## src/rtl/multi_wave_generator_if.sv

```systemverilog
// Bundles the configuration, commit and sample-stream signals
// of multi_wave_generator.
interface multi_wave_generator_if #(
    parameter int CH = 4,
    parameter int N  = 32,
    parameter int M  = 16
);
    localparam int CW = (CH > 1) ? $clog2(CH) : 1;

    logic            cfg_wr;
    logic [CW-1:0]   cfg_ch;
    logic [1:0]      cfg_reg;
    logic [N-1:0]    cfg_data;
    logic            commit;
    logic            sample_en;
    logic            commit_pending;
    logic [CH*M-1:0] wave_out;
    logic            wave_valid;

    modport master (
        output cfg_wr, cfg_ch, cfg_reg, cfg_data,
        output commit, sample_en,
        input  commit_pending, wave_out, wave_valid
    );

    modport slave (
        input  cfg_wr, cfg_ch, cfg_reg, cfg_data,
        input  commit, sample_en,
        output commit_pending, wave_out, wave_valid
    );
endinterface

```

## src/rtl/multi_wave_generator.sv

```systemverilog
// CH-channel DDS waveform generator with shadow configuration
// registers committed atomically on a sample strobe.
module multi_wave_generator #(
    parameter int CH = 4,
    parameter int N  = 32,
    parameter int M  = 16
) (
    input logic                  clk,
    input logic                  rst,
    multi_wave_generator_if.slave bus
);
    typedef logic [N-1:0] word_t;
    typedef logic [7:0]   ctrl_t;

    word_t sh_freq_q [CH], sh_freq_d [CH];
    word_t sh_off_q  [CH], sh_off_d  [CH];
    word_t sh_duty_q [CH], sh_duty_d [CH];
    ctrl_t sh_ctrl_q [CH], sh_ctrl_d [CH];
    word_t act_freq_q[CH], act_freq_d[CH];
    word_t act_off_q [CH], act_off_d [CH];
    word_t act_duty_q[CH], act_duty_d[CH];
    ctrl_t act_ctrl_q[CH], act_ctrl_d[CH];
    word_t acc_q     [CH], acc_d     [CH];
    logic [31:0] lfsr_q[CH], lfsr_d[CH];

    logic            pend_q, pend_d;
    logic            vld_q, vld_d;
    logic            valid_q, valid_d;
    logic [CH*M-1:0] wave_q, wave_d;
    logic            xfer;
    logic            wr_ok;

    function automatic logic [31:0] lfsr_step(logic [31:0] l);
        return {1'b0, l[31:1]} ^ (l[0] ? 32'h8020_0003 : 32'h0);
    endfunction

    function automatic logic [M-1:0] shape(
        word_t acc, word_t off, word_t duty,
        ctrl_t ctrl, logic [31:0] lfsr
    );
        word_t        p;
        logic [M-1:0] u;
        logic [M-1:0] t;
        logic [M-1:0] o;
        p = acc + off;
        u = p[N-1 -: M];
        t = p[N-2 -: M];
        if (p[N-1]) t = ~t;
        unique case (ctrl[2:1])
            2'd0: o = {~u[M-1], u[M-2:0]};
            2'd1: o = {~t[M-1], t[M-2:0]};
            2'd2: o = (p < duty) ? {1'b0, {(M-1){1'b1}}}
                                 : {1'b1, {(M-1){1'b0}}};
            default: o = lfsr[31 -: M];
        endcase
        o = $signed(o) >>> ctrl[6:3];
        return ctrl[0] ? o : '0;
    endfunction

    assign xfer  = bus.sample_en & (pend_q | bus.commit);
    assign wr_ok = bus.cfg_wr & (int'(bus.cfg_ch) < CH);

    always_comb begin
        sh_freq_d  = sh_freq_q;
        sh_off_d   = sh_off_q;
        sh_duty_d  = sh_duty_q;
        sh_ctrl_d  = sh_ctrl_q;
        act_freq_d = act_freq_q;
        act_off_d  = act_off_q;
        act_duty_d = act_duty_q;
        act_ctrl_d = act_ctrl_q;
        acc_d      = acc_q;
        lfsr_d     = lfsr_q;
        wave_d     = wave_q;
        pend_d     = xfer ? 1'b0 : (pend_q | bus.commit);
        vld_d      = bus.sample_en;
        valid_d    = vld_q;

        // A transfer edge steps with the freshly committed frequency.
        for (int c = 0; c < CH; c++) begin
            if (bus.sample_en) begin
                lfsr_d[c] = lfsr_step(lfsr_q[c]);
                if (xfer && sh_ctrl_q[c][7])
                    acc_d[c] = sh_freq_q[c];
                else
                    acc_d[c] = acc_q[c] +
                        (xfer ? sh_freq_q[c] : act_freq_q[c]);
            end
            if (xfer) begin
                act_freq_d[c] = sh_freq_q[c];
                act_off_d[c]  = sh_off_q[c];
                act_duty_d[c] = sh_duty_q[c];
                act_ctrl_d[c] = sh_ctrl_q[c];
            end
            if (vld_q)
                wave_d[c*M +: M] = shape(acc_q[c], act_off_q[c],
                    act_duty_q[c], act_ctrl_q[c], lfsr_q[c]);
        end

        if (wr_ok) begin
            unique case (bus.cfg_reg)
                2'd0: sh_freq_d[bus.cfg_ch] = bus.cfg_data;
                2'd1: sh_off_d[bus.cfg_ch]  = bus.cfg_data;
                2'd2: sh_duty_d[bus.cfg_ch] = bus.cfg_data;
                default: sh_ctrl_d[bus.cfg_ch] = bus.cfg_data[7:0];
            endcase
        end
    end

    always_ff @(posedge clk or negedge rst) begin
        if (!rst) begin
            for (int c = 0; c < CH; c++) begin
                sh_freq_q[c]  <= '0;
                sh_off_q[c]   <= '0;
                sh_duty_q[c]  <= '0;
                sh_ctrl_q[c]  <= '0;
                act_freq_q[c] <= '0;
                act_off_q[c]  <= '0;
                act_duty_q[c] <= '0;
                act_ctrl_q[c] <= '0;
                acc_q[c]      <= '0;
                lfsr_q[c]     <= 32'hACE1_0000 + 32'(c);
            end
            pend_q  <= 1'b0;
            vld_q   <= 1'b0;
            valid_q <= 1'b0;
            wave_q  <= '0;
        end else begin
            sh_freq_q  <= sh_freq_d;
            sh_off_q   <= sh_off_d;
            sh_duty_q  <= sh_duty_d;
            sh_ctrl_q  <= sh_ctrl_d;
            act_freq_q <= act_freq_d;
            act_off_q  <= act_off_d;
            act_duty_q <= act_duty_d;
            act_ctrl_q <= act_ctrl_d;
            acc_q      <= acc_d;
            lfsr_q     <= lfsr_d;
            pend_q     <= pend_d;
            vld_q      <= vld_d;
            valid_q    <= valid_d;
            wave_q     <= wave_d;
        end
    end

    assign bus.commit_pending = pend_q;
    assign bus.wave_out       = wave_q;
    assign bus.wave_valid     = valid_q;
endmodule

```

## src/flat_wrapper.sv

```systemverilog
// flat-port wrapper written by rule: the top's interface ports become plain ports
module multi_wave_generator_flat 
#(
    parameter int CH = 4,
    parameter int N  = 32,
    parameter int M  = 16
)
  (clk, rst, bus_cfg_wr, bus_cfg_ch, bus_cfg_reg, bus_cfg_data, bus_commit, bus_sample_en, bus_commit_pending, bus_wave_out, bus_wave_valid);
  multi_wave_generator_if #(.CH(CH), .N(N), .M(M)) bus_i ();
  input logic clk;
  input logic rst;
  input wire logic [$bits(bus_i.cfg_wr)-1:0] bus_cfg_wr;
  input wire logic [$bits(bus_i.cfg_ch)-1:0] bus_cfg_ch;
  input wire logic [$bits(bus_i.cfg_reg)-1:0] bus_cfg_reg;
  input wire logic [$bits(bus_i.cfg_data)-1:0] bus_cfg_data;
  input wire logic [$bits(bus_i.commit)-1:0] bus_commit;
  input wire logic [$bits(bus_i.sample_en)-1:0] bus_sample_en;
  output wire logic [$bits(bus_i.commit_pending)-1:0] bus_commit_pending;
  output wire logic [$bits(bus_i.wave_out)-1:0] bus_wave_out;
  output wire logic [$bits(bus_i.wave_valid)-1:0] bus_wave_valid;
  assign bus_i.cfg_wr = bus_cfg_wr;
  assign bus_i.cfg_ch = bus_cfg_ch;
  assign bus_i.cfg_reg = bus_cfg_reg;
  assign bus_i.cfg_data = bus_cfg_data;
  assign bus_i.commit = bus_commit;
  assign bus_i.sample_en = bus_sample_en;
  assign bus_commit_pending = bus_i.commit_pending;
  assign bus_wave_out = bus_i.wave_out;
  assign bus_wave_valid = bus_i.wave_valid;
  multi_wave_generator #(.CH(CH), .N(N), .M(M)) u_core (.clk(clk), .rst(rst), .bus(bus_i));
endmodule
```

## config.mk

```make
export PLATFORM = sky130hd
export DESIGN_NAME = multi_wave_generator_flat
export DESIGN_NICKNAME = d
export VERILOG_FILES = /design/src/rtl/multi_wave_generator_if.sv /design/src/rtl/multi_wave_generator.sv /design/src/flat_wrapper.sv
export SDC_FILE = /design/constraint.sdc
export NUM_CORES = 2
export LEC_CHECK = 0
export CELL_PAD_IN_SITES_DETAIL_PLACEMENT = 1
export CELL_PAD_IN_SITES_GLOBAL_PLACEMENT = 2
export CORE_UTILIZATION = 39
export CTS_CLUSTER_SIZE = 28
export DETAILED_ROUTE_END_ITERATION = 10
export GPL_TIMING_DRIVEN = 0
export PLACE_DENSITY = 0.84
export SYNTH_ARGS = -nofsm -noshare
export SYNTH_HDL_FRONTEND = slang
export SYNTH_SLANG_ARGS = --single-unit
export TNS_END_PERCENT = 5
```

## constraint.sdc

```tcl
create_clock -name clk -period 6 [get_ports clk]
set_input_delay 0.9 -clock clk [delete_from_list [all_inputs] [get_ports clk]]
set_output_delay 0.9 -clock clk [all_outputs]
set_load 0.02 [all_outputs]
```

# Yosys cells after proc, flatten, opt, wreduce, memory -nomap -nowiden

Cells that the tools add are included.
Widths: inputs -> output; s select.

Register bits after elaboration: 1,151
Bits of input ports: 41
Output and inout bits: 66
Logic and storage cells: 152

Add/subtract/negate cells: 8
$lt $le $gt $ge: 6
Equal/unequal tests: 10
Shift-type cells: 4
Multiplexer cells: 45
Bitwise logic cells: 20
Reduce and logical (&&, ||, !) cells: 15

Operator list:

| kind               | number |
|---|---|
| $mux 32            | 13 |
| $bwmux 128         | 3 |
| $mux 16            | 20 |
| $add 32x32->32     | 8 |
| $pmux 16 s3        | 4 |
| $lt 32x32->1       | 4 |
| $xor 31x32->32     | 4 |
| $demux 32 s2       | 1 |
| $not 16->16        | 4 |
| $sshr 16x4->16     | 4 |
| $bwmux 32          | 1 |
| $demux 8 s2        | 1 |
| $eq 2x1->1 const B | 5 |
| $eq 2x2->1 const B | 5 |
| $logic_not 2->1    | 5 |
| $not 1->1          | 9 |
| $mux 8             | 1 |
| $reduce_and 2->1   | 4 |
| $logic_and 1x1->1  | 5 |
| $ge 3x3->1 const B | 1 |
| $lt 3x1->1 const B | 1 |
| $not 2->3          | 1 |
| $reduce_or 3->1    | 1 |
| $and 1x1->1        | 1 |
| 2 further kinds    | 2 |

# Longest topological paths before layout

Depth after elaboration: 9
Mapped depth: 27
Gate-level depth less buffers: 26

# Worst setup path before layout

Ideal clock, no wire load.

Path type: input to register
Start: in bus_sample_en
End: reg u_core.acc_q[31] (netlist name)
Arrival: 5,729 ps
Data required time: 5,879 ps
Slack: 150 ps
Stages: 21
Path buffers: 3
Cells stage by stage: clkinv_1 > nor2_1 > clkbuf_1 > clkbuf_1 > buf_1 > mux2i_1 > inv_1 > ha_1 > a21o_1 > a21o_1 > a2111oi_0 > nor3_1 > o21ai_0 > a21oi_1 > o21ai_0 > a21oi_1 > a211o_1 > a311oi_1 > xnor2_1 > o21a_1 > o22a_1

Longest elaborated chain between the ends: 4
Elaborated cells on any way between the ends: 5
Classes of those cells: add/sub: 1; mux: 2; bitwise: 1; reduce/logical: 1

Ends and longest elaborated chain:

| element                       | line                        | text |
|---|---|---|
| start, declared               | flat_wrapper.sv:17          | `input wire logic [$bits(bus_i.sample_en)-1:0] bus_sample_en;` |
| $and 1x1->1                   | multi_wave_generator.sv:60  | `assign xfer = bus.sample_en & (pend_q \| bus.commit);` |
| $mux 32                       | multi_wave_generator.sv:87  | `(xfer ? sh_freq_q[c] : act_freq_q[c]);` |
| $add 32x32->32                | multi_wave_generator.sv:86  | `acc_d[c] = acc_q[c] +` |
| $mux 32                       | multi_wave_generator.sv:83  | `if (xfer && sh_ctrl_q[c][7])` |
| end signal, assigned by index | multi_wave_generator.sv:121 | `acc_q[c] <= '0;` |
| end signal, assigned          | multi_wave_generator.sv:137 | `acc_q <= acc_d;` |
| end, declared                 | multi_wave_generator.sv:23  | `word_t acc_q [CH], acc_d [CH];` |

Parallel ways exist; a longest one is shown, timed or not.
A chain may end at the register's enable or synchronous reset.

# Worst setup path in the final report

Start: reg u_core.acc_q[90] (netlist name)
End: reg u_core.wave_q[16] (netlist: u_core.bus.wave_out[16])

Longest elaborated chain between the ends: 9
Elaborated cells on any way between the ends: 12
Classes of those cells: add/sub: 1; order compare: 1; shift: 1; mux: 6; bitwise: 3

Ends and longest elaborated chain:

| element                                                              | line                        | text |
|---|---|---|
| $add 32x32->32 *                                                     | multi_wave_generator.sv:45  | `p = acc + off;` |
| parallel branches: the longest is 4 deep, another holds $lt 32x32->1 | -                           |  |
| $pmux 16 s3 *                                                        | multi_wave_generator.sv:49  | `unique case (ctrl[2:1])` |
| $mux 16 *                                                            | multi_wave_generator.sv:95  | `if (vld_q)` |
| $sshr 16x4->16 *                                                     | multi_wave_generator.sv:56  | `o = $signed(o) >>> ctrl[6:3];` |
| $mux 16 *                                                            | multi_wave_generator.sv:57  | `return ctrl[0] ? o : '0;` |
| end signal, assigned                                                 | multi_wave_generator.sv:142 | `wave_q <= wave_d;` |
| end, declared                                                        | multi_wave_generator.sv:29  | `logic [CH*M-1:0] wave_q, wave_d;` |

Mark *: on every way between the ends. The select of a mux whose other input is x is not followed.

==> summary.md <==
| Metric | Value |
|---|---|
| Initial cell density of the core | 39.26% |
| Setup crit end kind | flop |
| Reg2reg start | u_core.acc_q[90] |
| Period utilization | 102.3% |
| Clock Tree Buf Depth | 3 |
| Smallest setup slack after layout | -136.0 ps |
| Setup TNS Final | -184.8 ps |
| Root buf cell | clkbuf_16 |
| Nets | 6794 |
| CP arrival | 6800 ps |
| First-pass DRT Iterations | 6 |
| Clk_lat worst skew | 800 ps |
| CTS sink cnt | around 1.2k |
| RR Endpoint | u_core.bus.wave_out[16] |
| Final hold slack | about 54 ps |
| Post-synth EDFFs | 0 |
| Final ANT Viol Nets | 0 |
| Met2 Use GR | about 42% |
| CTS tree | yes |
| Distinct cell type count after synthesis | 102 |
| Top Ports | 107 |
| Final core occ | 45.53% |
| Met1 Resource Use GR | between 30% and 40% |
| Site Rows | around 150 |
| Pwr Density | 657.5 nW/um^2 |
| Largest vdd supply drop | 0.2683 mV |
| H-tree Lvls | 4 |
| First-pass GRT wire length | ~340000 um |
| Worst rel slew slack | 1.540% |
| Reg2reg setup slack | -140 ps |
| Fin. Hold Viols | 0 |
| Number of max-cap violations | 0 |
| Fin crit period | between 6000 and 7000 ps |
| Status | finished, violations left |
| Worst Tran Pin Value | 1477 ps |
| Largest net degree at the start of global routing | about 180 |
| Final Max Slew Viols | 0 |
| FF+latch count, synth | 1151 |
| Synth Cell Area | 63910 um^2 |
| Synth Warn # | 0 |
| Layout area overhead | 15.96% |
| Final Wtd Congestion | 0.9256 |
| CTS Buf Count | 133 |
| Port buffer count | approximately 110 |
| Post-DP HPWL | 159700 um |
| WP data required | around 6700 ps |
| DRC viols | 0 |
| Vias in the first global route | 52.66k |
| Worst Skew | roughly 23 ps |
| Fmax | about 160 MHz |
| Top_reg_cell synth | dfrtp_1 |
| Synth top area cells | dfrtp_1 44%, mux2_2 14%, ha_1 7.3%, a21oi_1 3.4%, o21ai_0 2.7% |
| DR vias/cell | 5.822 |
| Die height | 406.8 um |
| GR peak layer | met2 |
| Grt met3 use | 4.188% |
| Detailed Route WL | 224500 um |
| Most frequent cells in the layout | 1111 x dfrtp_1, 813 x mux2_2, 442 x nand2_1 |
| RSZ-0062 raised after global routing | true |
| 1st-iter DRT viols | 3969 |
| Share of cells above drive strength 1 | between 20% and 30% |
| Gr usage total | between 20% and 30% |
| Most common cell after layout, fill and taps aside | dfrtp_1 |
| Synth area leader | dfrtp_1 |
| Core ar. | around 160000 um^2 |
| GRT Residual Overflow | 0 |
| Syn Area/Cell | about 11 um^2 |
| Clock transition at path regs | around 60 ps |
| Layout fillers | 17.70k |
| Register area share after synthesis | 45.14% |
| Worst setup path category | reg -> reg |
| Hold crit path type | in -> async |
| Syn Inst Count | approximately 6k |
| Via Count | between 50k and 60k |
| CP Max Fanout | 12 |
| Initial antenna violation count | 38 |
| Endpoints failing setup | 4 |
| Wire per inst | 25.93 um |
| Leak Pwr | 0.03232 uW |
| Violated checks | setup timing |
| Worst-case reg-to-reg path depth | 24 |
| Asr flop ratio synth | 100.0% |
| Total die area | 165500 um^2 |
| Syn nets | between 6k and 7k |
| Horiz. Die Dim | between 400 and 500 um |
| Share of the synthesized area in the top cell type | 43.66% |
| CP startpoint kind | flop |
| Dpl ws | -4288 ps |
[final cells by class]
type / instances / area [um^2] / area share [%]
clock inverters: 49 / 610.6 / 0.8239
plain buffers: 291 / 1292 / 1.744
inverters: 248 / 938.4 / 1.266
multi-input cells: 4377 / 34040 / 45.93
diodes: 8 / 20.02 / 0.02701
clock buffers: 188 / 3881 / 5.237
repair buffers: 171 / 1753 / 2.365
flip-flops and latches: 1151 / 28850 / 38.93
well taps: 2175 / 2721 / 3.672
[power breakdown]
part           switching, uW  internal, uW
Clock                   3490          5000
Combinational          16200         11700
Sequential              1890         10400
[cell usage after synthesis (47+ instances only)]
cell / count
nor3_1: 91
nand4_1: 47
o211ai_1: 47
dfrtp_1: 1115
mux2i_1: 74
nor2b_1: 48
mux2_2: 813
a21oi_1: 429
xnor2_1: 179
clkbuf_1: 270
a211oi_1: 49
ha_1: 372
a31oi_1: 62
xor2_1: 85
nand2b_1: 67
a21o_1: 142
nor2_1: 411
nand2_1: 444
nand3_1: 88
o21ai_0: 343
inv_1: 237
[metrics by stage]
step	std cells	area (um^2)	power (uW)
6_report	8658	74110	48720
5_1_grt	8650	74090	52040
4_1_cts	8619	73330	47510
3_5_place_dp	8369	68020	37870
3_3_place_gp	8358	67690	37130
2_1_floorplan	6077	63910	30270
[worst max path at each step]
stage | startpoint | end | slack, ps | cells past startpoint
final | u_core.acc_q[90] | u_core.bus.wave_out[16] | -140 | 24
after global routing | u_core.acc_q[96] | u_core.bus.wave_out[10] | -240 | 28
after CTS | u_core.acc_q[85] | u_core.bus.wave_out[16] | -140 | 25
after detailed placement | bus_sample_en | u_core.acc_q[31] | -4290 | 22
after global placement | rst | u_core.act_freq_q[108] | -48220 | 1
after floorplan | bus_sample_en | u_core.acc_q[31] | 150 | 21
[registers in the layout, summed over array words and instances (netlist names), 32 cells and up]
register             cells
u_core.sh_duty_q       128
u_core.lfsr_q          128
u_core.act_freq_q      128
u_core.acc_q           128
u_core.act_off_q       128
u_core.act_duty_q      128
u_core.sh_ctrl_q        32
u_core.bus.wave_out     64
u_core.sh_off_q        128
u_core.sh_freq_q       128
[cells by family (layout without fill, tap and decap cells)]
family                   Yosys count  after routing  synth area share, %
AND/OR/NAND/NOR                 1371           1371                9.848
other                              0              8                    0
multiplexers                     900            900                15.93
adder cells (fa/ha/maj)          380            380                7.534
AO/OA/AOI/OAI                   1461           1461                14.62
buffers and inverters            549            947                3.275
XOR/XNOR                         265            265                3.653
flip-flops                      1151           1151                45.14
[what timing repair did]
| item | 4_1_cts | 5_1_grt |
|---|---|---|
| gates resized for setup | 157 | 120 |
| hold buffers | 0 | 0 |
| setup endpoints to repair | 216 | 75 |
| buffers inserted | 16 | 37 |
| pin swaps | 21 | 50 |
[metal layers]
| metal | share of wire [%] | up-vias |
|---|---|---|
| met5 | 0.026 | - |
| met4 | 3.6 | 10 |
| met3 | 5.5 | 362 |
| met2 | 45 | 1359 |
| met1 | 45 | 26200 |
| li1 | - | 22480 |
[worst max-delay path: stages, from the launching register on]
cell and delay, ps:
dfrtp_1 510, ha_2 470, nand2_1 100, o211ai_1 280
a21o_1 160, a211oi_1 60, o211ai_1 530, a211o_1 190
o211a_1 230, buf_4 220, inv_2 170, ha_1 350
nand4_1 150, or2_2 380, nor4_4 300, a221oi_2 80
buf_4 170, clkbuf_8 160, nor2_4 190, nand2_1 90
o211a_1 240, o21a_1 120, mux4_2 520, a31oi_1 230
nand3_1 100
No activity file was read; power rests on OpenSTA's default activity.
